[src/rtl/time_adjust_ctrl.sv]
`default_nettype none
// ============================================================================
// Module      : time_adjust_ctrl
// Description : Hour/minute/second timekeeper with five debounced adjustment
//               buttons, start/stop control and a 12/24-hour display mapping.
//               The optional macro AUTO_REPEAT_EN adds auto-repeat to the
//               held hour/minute buttons. Without it, each press produces
//               exactly one event.
// Ports       : clk, rst              - clock, synchronous active-high reset
//               tick                  - one-cycle time-advance strobe
//               btn_inc_hour/btn_dec_hour/btn_inc_min/btn_dec_min/btn_stop
//                                     - raw active-high buttons
//               mode_12h              - 1 selects 12-hour display
//               hour/minute/second    - registered time of day
//               running               - 1 while the clock advances on tick
//               disp_hour, pm         - display hour and afternoon flag
// Revision    : 1.0 - initial release
// ============================================================================
module time_adjust_ctrl #(
    parameter int DB_CYCLES     = 65535,
    parameter int REPEAT_DELAY  = 25000000,
    parameter int REPEAT_PERIOD = 5000000,
    parameter int RESET_HOUR    = 0
) (
    input  logic       clk,
    input  logic       rst,
    input  logic       tick,
    input  logic       btn_inc_hour,
    input  logic       btn_dec_hour,
    input  logic       btn_inc_min,
    input  logic       btn_dec_min,
    input  logic       btn_stop,
    input  logic       mode_12h,
    output logic [4:0] hour,
    output logic [5:0] minute,
    output logic [5:0] second,
    output logic       running,
    output logic [4:0] disp_hour,
    output logic       pm
);

    localparam int                 c_CNT_W     = $clog2(DB_CYCLES + 1);
    localparam logic [c_CNT_W-1:0] c_DB_MAX    = c_CNT_W'(DB_CYCLES);
    localparam logic [c_CNT_W-1:0] c_CNT_ONE   = c_CNT_W'(1);
    localparam logic [4:0]         c_RST_HOUR  = 5'(RESET_HOUR);

    // Button order: 0 inc_hour, 1 dec_hour, 2 inc_min, 3 dec_min, 4 stop
    logic [4:0] w_raw;
    logic [4:0] w_lvl;
    logic [4:0] w_lvl_d;
    logic [4:0] w_press;
    logic [4:0] w_evt;

    assign w_raw = {btn_stop, btn_dec_min, btn_inc_min, btn_dec_hour, btn_inc_hour};

    // ------------------------------------------------------------------------
    // Debounce: saturating counter, registered level, rising-edge press event
    // ------------------------------------------------------------------------
    generate
        for (genvar gi = 0; gi < 5; gi++) begin : g_btn
            logic [c_CNT_W-1:0] r_cnt;
            logic               r_lvl;
            logic               r_lvl_d;

            always_ff @(posedge clk) begin
                if (rst) begin
                    r_cnt   <= '0;
                    r_lvl   <= 1'b0;
                    r_lvl_d <= 1'b0;
                end else begin
                    if (!w_raw[gi]) begin
                        r_cnt <= '0;
                    end else if (r_cnt != c_DB_MAX) begin
                        r_cnt <= r_cnt + c_CNT_ONE;
                    end
                    r_lvl   <= (r_cnt == c_DB_MAX);
                    r_lvl_d <= r_lvl;
                end
            end

            assign w_lvl[gi]   = r_lvl;
            assign w_lvl_d[gi] = r_lvl_d;
            assign w_press[gi] = r_lvl & ~r_lvl_d;
        end
    endgenerate

`ifdef AUTO_REPEAT_EN
    localparam int c_RPT_MAX = (REPEAT_DELAY > REPEAT_PERIOD) ? REPEAT_DELAY : REPEAT_PERIOD;
    localparam int c_RPT_W   = $clog2(c_RPT_MAX + 1);

    // Down-counter loaded with DELAY-1 on the press cycle; each time it hits
    // zero while the level is still held, a repeat event fires and it
    // reloads with PERIOD-1. The stop button never repeats.
    generate
        for (genvar gr = 0; gr < 4; gr++) begin : g_rpt
            logic [c_RPT_W-1:0] r_rpt;
            logic               w_held;

            assign w_held = w_lvl[gr] & w_lvl_d[gr];

            always_ff @(posedge clk) begin
                if (rst) begin
                    r_rpt <= '0;
                end else if (w_press[gr]) begin
                    r_rpt <= c_RPT_W'(REPEAT_DELAY - 1);
                end else if (w_held) begin
                    if (r_rpt == '0) begin
                        r_rpt <= c_RPT_W'(REPEAT_PERIOD - 1);
                    end else begin
                        r_rpt <= r_rpt - c_RPT_W'(1);
                    end
                end
            end

            assign w_evt[gr] = w_press[gr] | (w_held & (r_rpt == '0));
        end
    endgenerate
    assign w_evt[4] = w_press[4];
`else
    assign w_evt = w_press;
`endif

    // ------------------------------------------------------------------------
    // Time-of-day next-state
    // ------------------------------------------------------------------------
    logic [4:0] r_hour;
    logic [5:0] r_minute;
    logic [5:0] r_second;
    logic       r_running;

    logic       w_tick_en;
    logic       w_min_carry;
    logic       w_hour_carry;
    logic [4:0] w_hour_inc;
    logic [4:0] w_hour_dec;
    logic [5:0] w_min_inc;
    logic [5:0] w_min_dec;
    logic [4:0] w_hour_nx;
    logic [5:0] w_min_nx;
    logic [5:0] w_sec_nx;

    assign w_tick_en    = tick & r_running;
    assign w_min_carry  = w_tick_en & (r_second == 6'd59);
    assign w_hour_carry = w_min_carry & (r_minute == 6'd59);
    assign w_hour_inc   = (r_hour == 5'd23) ? 5'd0 : r_hour + 5'd1;
    assign w_hour_dec   = (r_hour == 5'd0) ? 5'd23 : r_hour - 5'd1;
    assign w_min_inc    = (r_minute == 6'd59) ? 6'd0 : r_minute + 6'd1;
    assign w_min_dec    = (r_minute == 6'd0) ? 6'd59 : r_minute - 6'd1;

    // A button event on a field replaces that field's tick result, so any
    // carry arriving into it is dropped. Opposing events cancel.
    always_comb begin
        w_hour_nx = w_hour_carry ? w_hour_inc : r_hour;
        case (w_evt[1:0])
            2'b01:   w_hour_nx = w_hour_inc;
            2'b10:   w_hour_nx = w_hour_dec;
            2'b11:   w_hour_nx = r_hour;
            default: ;
        endcase

        w_min_nx = w_min_carry ? w_min_inc : r_minute;
        case (w_evt[3:2])
            2'b01:   w_min_nx = w_min_inc;
            2'b10:   w_min_nx = w_min_dec;
            2'b11:   w_min_nx = r_minute;
            default: ;
        endcase

        w_sec_nx = r_second;
        if (w_evt[3:2] != 2'b00) begin
            w_sec_nx = 6'd0;
        end else if (w_tick_en) begin
            w_sec_nx = (r_second == 6'd59) ? 6'd0 : r_second + 6'd1;
        end
    end

    always_ff @(posedge clk) begin
        if (rst) begin
            r_hour    <= c_RST_HOUR;
            r_minute  <= 6'd0;
            r_second  <= 6'd0;
            r_running <= 1'b1;
        end else begin
            r_hour    <= w_hour_nx;
            r_minute  <= w_min_nx;
            r_second  <= w_sec_nx;
            r_running <= r_running ^ w_evt[4];
        end
    end

    // ------------------------------------------------------------------------
    // Outputs and 12-hour display mapping
    // ------------------------------------------------------------------------
    logic       w_pm;
    logic [4:0] w_hour_mod12;

    assign w_pm         = (r_hour >= 5'd12);
    assign w_hour_mod12 = w_pm ? (r_hour - 5'd12) : r_hour;

    assign hour      = r_hour;
    assign minute    = r_minute;
    assign second    = r_second;
    assign running   = r_running;
    assign pm        = w_pm;
    assign disp_hour = !mode_12h ? r_hour :
                       (w_hour_mod12 == 5'd0) ? 5'd12 : w_hour_mod12;

endmodule
`default_nettype wire

[config.mk]
export PLATFORM = sky130hd
export DESIGN_NAME = time_adjust_ctrl
export DESIGN_NICKNAME = d
export VERILOG_FILES = /design/src/rtl/time_adjust_ctrl.sv
export SDC_FILE = /design/constraint.sdc
export NUM_CORES = 1
export LEC_CHECK = 0
export ABC_CLOCK_PERIOD_IN_PS = 3050
export CORE_MARGIN = 1.5
export CORE_UTILIZATION = 35
export CTS_CLUSTER_SIZE = 12
export DETAILED_ROUTE_END_ITERATION = 16
export PLACE_DENSITY_LB_ADDON = 0.08
export SYNTH_ARGS = -nofsm -noshare
export SYNTH_HDL_FRONTEND = slang
export SYNTH_SLANG_ARGS = --single-unit
[constraint.sdc]
create_clock -name clk -period 3.05 [get_ports clk]
set_clock_uncertainty 0.15 [all_clocks]
set_input_delay 0.61 -clock clk [delete_from_list [all_inputs] [get_ports clk]]
set_output_delay 0.61 -clock clk [all_outputs]
set_load 0.02 [all_outputs]
==> metrics.yaml, run 1 <==
hold_viol: 0
ys_top_cells_by_area: "dfxtp_1 39%, nor2_1 5.1%, xnor2_1 4.7%, xor2_1 4.1%, ha_1 4.1%"
status: "finished clean"
cp_max_fo: 6
grt_pass1_wl_um: 20000
reg2reg_to: "g_btn[2].r_cnt[0]$_SDFFE_PP0N_"
rsz0062_at_grt: "false"
power_density_nw_per_um2: 400
yosysMostFrequentCell: "dfxtp_1"
yosys.area.top_type_share_pct: 39.1
path_delay_family: "compound AO/OA/AOI/OAI gates"
finalCritPeriodShare_pct: 95.8
regToRegSetupSlack_ns: 0.82
arrival_ns: 2.16
pin_count: 33
place.gp.congestion: 0.755
min_from: "g_btn[4].r_lvl$_SDFF_PP0_"
nets: 698
design.die.area_um2: 16600
antenna_found_initial: 0
timing.fmax_mhz: 342
synth.avg_cell_area_um2: 8.67
synth-warning-count: 0
final_cell_count_no_fill: 884
root_buffer: "clkbuf_16"
start_kind: "register"
cts_buffer_depth: 2
start_util_pct: 36.1
place_inst: 871
drv_slew: 0
synth-seq-area-share_pct: 39.1
wire_per_inst_um: 13.3
p_leak_nw: 2.17
path_cells: "inv_1 -> ha_4 -> nor3_1 -> o31a_1 -> nand3b_1 -> o22a_1 -> dlygate4sd2_1"
ir_drop_mv: 0.266
drt_iter0_drc: 148
grt_max_degree: 22
finalPower_mw: 2.54
rr_startpoint: "g_btn[2].r_cnt[9]$_SDFFE_PP0N_"
cpMaxStageDelayCell: "dfxtp_4"
drive_gt1_share_pct: 7.58
max-cap-violations: 0
ant_nets: 0
min_path_cells: 1
hp-class: "reg2reg"
cts_tree: "yes"
path_class: "reg2out"
synthCells: 638
drtPass1Iterations: 4
async_flop_share_pct: 0
syn_nets: 665
track_usage_pct: 14.9
port_buffers: 32
drc: 0
post-route-min-period_ns: 2.92
synth_area_leader_cell: "dfxtp_1"
synth_cell_type_count: 69
htree_num_levels: 3
die_w_um: 129
required_ns: 2.29
worst-path-buf-inv: 2
netlist_area_um2: 5530
diodes: 0
synth_edf_count: 0
cts_sinks: 108
drt-vias-per-instance: 5.16
ys.flop_type: "dfxtp_1"
relSlewSlack_pct: 40.5
vias: 4565
reg2reg_depth: 5
clk_latency_ns: 0.35
dp_hpwl_um: 8190
holdPathEnd: "g_btn[4].r_lvl_d$_SDFF_PP0_"
num_rows: 45
end_kind: "primary output"
fin_hold_ws_ns: 0.312
core-area_um2: 15300
numCtsBuffers: 9
synth-seq-cells: 108
worstMarginPinSlew_ns: 0.889
ys_top_cells_by_count: "108 x dfxtp_1, 75 x nor2_1, 49 x nand2_1"
area_growth_pct: 14.9
clkTransAtPathRegs_ns: 0.07
setup_violations: 0
cp_slowest_stage_delay_ns: 0.37
cp.depth: 7
routed_wl_um: 11800
die_height_um: 129
first_global_vias: 4328
overflow: 0
## layout by cell type (no fill, tap or decap), types with 12 or more instances in the layout
master           count
dfxtp_1            106
nor2b_1             12
xor2_1              26
clkdlybuf4s50_1     27
and3_1              16
xnor2_1             30
nand2_1             49
and4_1              12
buf_4               12
nand3_1             40
inv_1               17
nor2_1              75
o21ai_0             22
nand4_1             16
ha_1                16
a21oi_1             40
nor3_1              13
## metrics by stage
step	worst slack [ns]	setup TNS [ns]	instance area (µm²)	utilization [%]
after floorplan	0.367	0	5530	-
after global placement	-0.0770	-0.0770	6100	39.8
final	0.128	0	6360	41.5
after global routing	0.0129	0	6360	41.5
after CTS	0.0248	0	6340	41.4
after detailed placement	-0.0871	-0.0871	6100	39.8
## how the worst max path moves through the flow
stage | slack [ns] | startpoint | to
6_report | 0.13 | hour[2]$_SDFFE_PP0P_ | disp_hour[3]
5_1_grt | 0.01 | hour[2]$_SDFFE_PP0P_ | disp_hour[3]
4_1_cts | 0.02 | hour[2]$_SDFFE_PP0P_ | disp_hour[3]
3_5_place_dp | -0.09 | mode_12h | disp_hour[4]
3_3_place_gp | -0.08 | mode_12h | disp_hour[4]
2_1_floorplan | 0.37 | hour[2]$_SDFFE_PP0P_ | disp_hour[2]
## repair_timing
item                       4_1_cts  5_1_grt
hold buffers                     0        0
setup endpoints to repair        5        2
resized for setup                9        3
pin swaps                        0        0
setup buffers                    0        0
## per-layer routing
layer	GRT usage, %	wire [µm]	vias to the layer above
met2	24.0	5310	47
met4	7.34	201	0
li1	-	-	2360
met5	0	0	-
met3	2.20	294	11
met1	19.4	5990	2147
## where the power goes
group	switching, mW	internal (mW)
logic	0.0478	0.0327
registers	0.0103	1.42
clock network	0.488	0.542
## registers in the layout (all words and copies together), names as in the netlist
| name | count |
|---|---|
| g_btn.r_lvl_d | 5 |
| minute | 6 |
| hour | 5 |
| g_btn.r_lvl | 5 |
| second | 6 |
| running | 1 |
| g_btn.r_cnt | 80 |
## cell families (layout without fill, tap and decap cells)
kind of cell             after synthesis  in the layout  share of synthesized area, %
AND/OR/NAND/NOR                      288            288                          27.9
AO/OA/AOI/OAI                        118            118                          14.9
flip-flops                           108            108                          39.1
XOR/XNOR                              56             56                          8.86
buffers and inverters                 39             74                          3.10
adder cells (fa/ha/maj)               18             18                          4.07
multiplexers                          11             11                          2.04
## layout make-up
class | instances | area (µm²)
sequential | 108 | 2170
multi-input combinational | 491 | 3210
inverter | 17 | 63.8
fill | 1547 | 8960
timing repair buffer | 44 | 407
clock buffer | 13 | 240
tap | 211 | 264
Power figures use the tool's default switching activity.
==> inputs of run 2 (changes only) <==
CORE_UTILIZATION = 60   (was 35)
CTS_CLUSTER_SIZE = 25   (was 12)
==> run 2 against run 1 <==
Against the previous run: critical path depth stayed put; global-route usage is 8.5 points higher; setup slack got worse by 0.0099 ns; sequential share of layout area is 1.1 points higher; routed wire length fell by 9.2%; combinational power shrank 3.1%; clock power is 18% lower; sequential power about the same.
==> metrics.yaml, run 2 (synthesis gave the netlist of run 1 again) <==
num_rows: 34
hold_viol: 0
layout_commonest_cell: "dfxtp_1"
routed.top_layer: "met4"
fin_hold_ws_ns: 0.318
post-route-min-period_ns: 2.93
core-area_um2: 8850
p_seq_share_pct: 60.7
routed_wl_um: 10700
clk_latency_ns: 0.37
area_growth_pct: 11.4
drtPass1Iterations: 5
htree_num_levels: 3
wl_met3_um: 296
track_usage_pct: 23.4
wire_per_inst_um: 13.7
ant_nets: 0
cp_slowest_stage_delay_ns: 0.39
max-cap-violations: 0
placed_area_um2: 5950
clkPwrFrac_pct: 36.0
hp-class: "reg2reg"
root_buffer: "clkbuf_8"
arrival_ns: 2.17
m1WireLength_um: 4980
path_cells: "inv_1 -> ha_4 -> nor3_1 -> o31a_1 -> nand3b_1 -> o22a_1 -> clkdlybuf4s15_1"
final_cell_mix: "106 x dfxtp_1, 75 x nor2_1, 49 x nand2_1, 40 x a21oi_1, 40 x nand3_1"
drc: 0
numCtsBuffers: 9
end_kind: "primary output"
cts_tree: "yes"
die_height_um: 99.0
ir_drop_mv: 0.276
die_w_um: 99.0
power_density_nw_per_um2: 382
grt_pass1_wl_um: 19200
rsz0062_at_grt: "false"
nets: 695
place.gp.congestion: 0.817
cts_setup_buffers: 0
cpMaxStageDelayCell: "dfxtp_4"
first_global_vias: 4475
switching_power_mw: 0.586
worstMarginPinSlew_ns: 0.927
switching_share_pct: 24.9
start_util_pct: 62.5
finalCritPeriodShare_pct: 96.1
drt_iter0_drc: 144
port_buffers: 32
drv_slew: 0
drive_gt1_share_pct: 8.17
final_cell_area_um2: 6160
cts_buffer_depth: 2
p_leak_nw: 2.13
design.die.area_um2: 9810
cts_sinks: 108
regMostFlops: "g_btn.r_cnt"
path_delay_family: "compound AO/OA/AOI/OAI gates"
antenna_found_initial: 0
worst-path-buf-inv: 2
dp_hpwl_um: 7700
vias: 4606
status: "finished clean"
overflow: 0
timing.fmax_mhz: 341
path_class: "reg2out"
drt-vias-per-instance: 5.90
start_kind: "register"
largest_reg_flops: 80
clkTransAtPathRegs_ns: 0.11
setup_violations: 0
relSlewSlack_pct: 38.0
grt_max_degree: 22
met2_length_um: 5340
p_comb_share_pct: 3.3
required_ns: 2.29
cp_max_fo: 7
pin_count: 33
diodes: 0
finalPower_mw: 2.35
power.internal_mw: 1.77
==> run 2: cell count changes in the layout (fill, tap and decap cells not counted), sizes merged <==
cell and change:
clkbuf -4, inv +1, dlygate4sd2 -1, clkinvlp +1
clkinv +5, buf -2
==> run 2: path summary, 6_finish.rpt <==
check,cells after the start,endpoint,start,slack [ns]
hold reg to reg,1,g_btn[4].r_lvl_d$_SDFF_PP0_,g_btn[4].r_lvl$_SDFF_PP0_,0.32
hold / removal,1,g_btn[4].r_lvl_d$_SDFF_PP0_,g_btn[4].r_lvl$_SDFF_PP0_,0.32
setup / recovery,7,disp_hour[3],hour[2]$_SDFFE_PP0P_,0.12
setup reg to reg,6,g_btn[2].r_cnt[0]$_SDFFE_PP0N_,g_btn[2].r_cnt[0]$_SDFFE_PP0N_,0.65
==> run 2: power by group through the flow <==
stage	clock network [mW]	registers (mW)	logic [mW]
floorplan	0	1.46	0.0424
global placement	0	1.46	0.0765
detailed placement	0	1.46	0.0796
CTS	0.872	1.43	0.0793
global route	0.918	1.43	0.0874
finish	0.848	1.43	0.0779
==> run 2: cell type report <==
cell class | instances | area, µm²
Multi-Input combinational cell | 491 | 3210
Fill cell | 733 | 2690
Sequential cell | 108 | 2170
Timing Repair Buffer | 41 | 379
Tap cell | 108 | 135
Clock buffer | 9 | 124
Clock inverter | 7 | 75.1
Inverter | 17 | 63.8
==> run 2: timing repair <==
action / CTS / global route
hold buffers: 0 / 0
endpoints found under the hold margin: 0 / 0
pin swaps: 0 / 0
setup endpoints to repair: 5 / 2
resized for setup: 10 / 5
==> run 2: routing by layer <==
layer / vias up / global-route usage, %
li1: 2356 / -
met1: 2185 / 28.2
met2: 55 / 41.6
met3: 10 / 4.18
met4: 0 / 8.35
met5: - / 0
==> run 2: stage by stage <==
step | setup TNS [ns] | setup WS [ns] | std cells | utilization (%)
after floorplan | 0 | 0.367 | 638 | -
after global placement | -0.0697 | -0.0697 | 765 | 67.2
after detailed placement | -0.0814 | -0.0814 | 765 | 67.2
after CTS | 0 | 0.0184 | 781 | 69.5
after global routing | 0 | 0.0117 | 781 | 69.6
final | 0 | 0.118 | 781 | 69.6
==> run 2: worst reg2reg max path, delay by kind of cell (launching register included) <==
family / cells / cell delay (ns)
flip-flops: 1 / 0.41
AND/OR/NAND/NOR: 4 / 1.25
XOR/XNOR: 1 / 0.24
adder cells (fa/ha/maj): 1 / 0.24
==> inputs of run 3 (changes only) <==
PLACE_DENSITY = 0.91   (was not set)
PLACE_DENSITY_LB_ADDON = not set   (was 0.08)
==> run 3 against run 2 <==
Against the previous run: via count rose by 2.9%; routed wire length increased by 9.3%; fmax grew 0.36%; critical path depth fell by 2; highest routed layer unchanged; cell count is 0.13% lower; worst hold slack improved by 0.0086 ns; die area is the same; register-to-register slack improved by 0.13 ns; largest cell class unchanged; core utilization down 0.37 points; non-clock buffer count fell by 1.
==> metrics.yaml, run 3 (synthesis gave the netlist of run 1 again) <==
status: "finished clean"
core-area_um2: 8850
ir_drop_mv: 0.303
path_class: "in2out"
pin_count: 33
ant_nets: 0
worstMarginPinSlew_ns: 0.895
wire_per_inst_um: 15.0
setup_violations: 0
finalPower_mw: 2.31
final_cell_mix: "106 x dfxtp_1, 75 x nor2_1, 49 x nand2_1, 40 x a21oi_1, 40 x nand3_1"
met2_usage_pct: 44.8
hp-class: "reg2reg"
drt_iter0_drc: 361
routed_wl_um: 11700
layout_setup_ws_ns: 0.129
required_ns: 2.29
cts_buffer_depth: 2
htree_num_levels: 3
start_kind: "input pin"
arrival_ns: 2.16
p_leak_nw: 2.11
antenna_found_initial: 0
grt_most_used_layer: "met2"
end_kind: "primary output"
clk_latency_ns: 0.37
place.gp.congestion: 0.891
area_growth_pct: 10.8
dp_hpwl_um: 8270
drc: 0
largest_reg_flops: 80
grt_max_degree: 22
root_buffer: "clkbuf_8"
die_height_um: 99.0
place_ws_ns: -0.0949
cts-hold-fix-buffers: 0
diodes: 0
num_rows: 34
cts_sinks: 108
vias: 4740
cts_tree: "yes"
timing.fmax_mhz: 342
finalCritPeriodShare_pct: 95.8
first_global_vias: 4670
numCtsBuffers: 9
port_buffers: 32
hold_viol: 0
power_density_nw_per_um2: 376
start_util_pct: 62.5
drtPass1Iterations: 6
grtUsageMet1_pct: 30.3
layout_commonest_cell: "dfxtp_1"
grt_pass1_wl_um: 20300
max-cap-violations: 0
multiInputGateArea_um2: 3220
drt-vias-per-instance: 6.08
cp_max_fo: 3
seqCellArea_um2: 2160
overflow: 0
regMostFlops: "g_btn.r_cnt"
met3_usage_pct: 3.12
nets: 694
fillers: 665
clkTransAtPathRegs_ns: 0.11
post-route-min-period_ns: 2.92
cts_setup_buffers: 0
drive_gt1_share_pct: 8.33
relSlewSlack_pct: 40.1
drv_slew: 0
die_w_um: 99.0
track_usage_pct: 24.9
design.die.area_um2: 9810
==> run 3: cell types whose count changed in the layout (fill, tap and decap cells not counted), sizes merged <==
cell / before / now
clkinv: 5 / 1
buf: 10 / 8
clkdlybuf4s15: 1 / 0
clkinvlp: 1 / 4
clkbuf: 9 / 12
==> run 3: cell type report <==
class                   instances  share of cell area, %
well taps                     108                   2.20
flip-flops and latches        108                   35.3
multi-input cells             491                   52.6
inverters                      17                   1.04
repair buffers                 40                   5.98
clock inverters                 6                  0.817
clock buffers                  10                   2.08
==> run 3: worst paths after layout <==
| kind | slack, ns | endpoint | from | cells after the start |
|---|---|---|---|---|
| worst max-delay path | 0.13 | disp_hour[4] | mode_12h | 5 |
| worst min-delay path | 0.33 | g_btn[2].r_lvl_d$_SDFF_PP0_ | g_btn[2].r_lvl$_SDFF_PP0_ | 1 |
| worst max register to register | 0.78 | g_btn[2].r_cnt[0]$_SDFFE_PP0N_ | g_btn[2].r_cnt[9]$_SDFFE_PP0N_ | 5 |
| worst min register to register | 0.33 | g_btn[2].r_lvl_d$_SDFF_PP0_ | g_btn[2].r_lvl$_SDFF_PP0_ | 1 |
==> run 3: through the flow <==
step / instances / hold slack, ns / area [µm²] / util, % / setup TNS [ns]
after floorplan: 638 / 0.280 / 5530 / - / 0
after global placement: 764 / 0.292 / 5940 / 67.1 / -0.0765
after detailed placement: 764 / 0.305 / 5940 / 67.1 / -0.0949
after CTS: 780 / 0.321 / 6130 / 69.3 / 0
after global routing: 780 / 0.337 / 6130 / 69.3 / -0.00625
final: 780 / 0.327 / 6130 / 69.3 / 0
==> run 3: what timing repair did <==
action,in CTS,in global routing
setup endpoints to repair,5,2
resized for setup,9,6
pin swaps,0,0
==> run 3: worst max-delay path, stage by stage <==
cell	delay, ns
clkdlybuf4s50_1	0.48
inv_1	0.07
or4_1	0.47
o21ai_0	0.18
dlygate4sd2_1	0.36
==> run 3: per-layer routing <==
| metal | wire (µm) | up-vias |
|---|---|---|
| li1 | - | 2354 |
| met1 | 5190 | 2255 |
| met2 | 5950 | 112 |
| met3 | 389 | 19 |
| met4 | 184 | 0 |
| met5 | 0 | - |
==> run 3: power by group <==
part	switching [mW]	internal (mW)	total, mW
clock	0.496	0.304	0.800
sequential	0.0103	1.42	1.43
combinational	0.0457	0.0311	0.0767
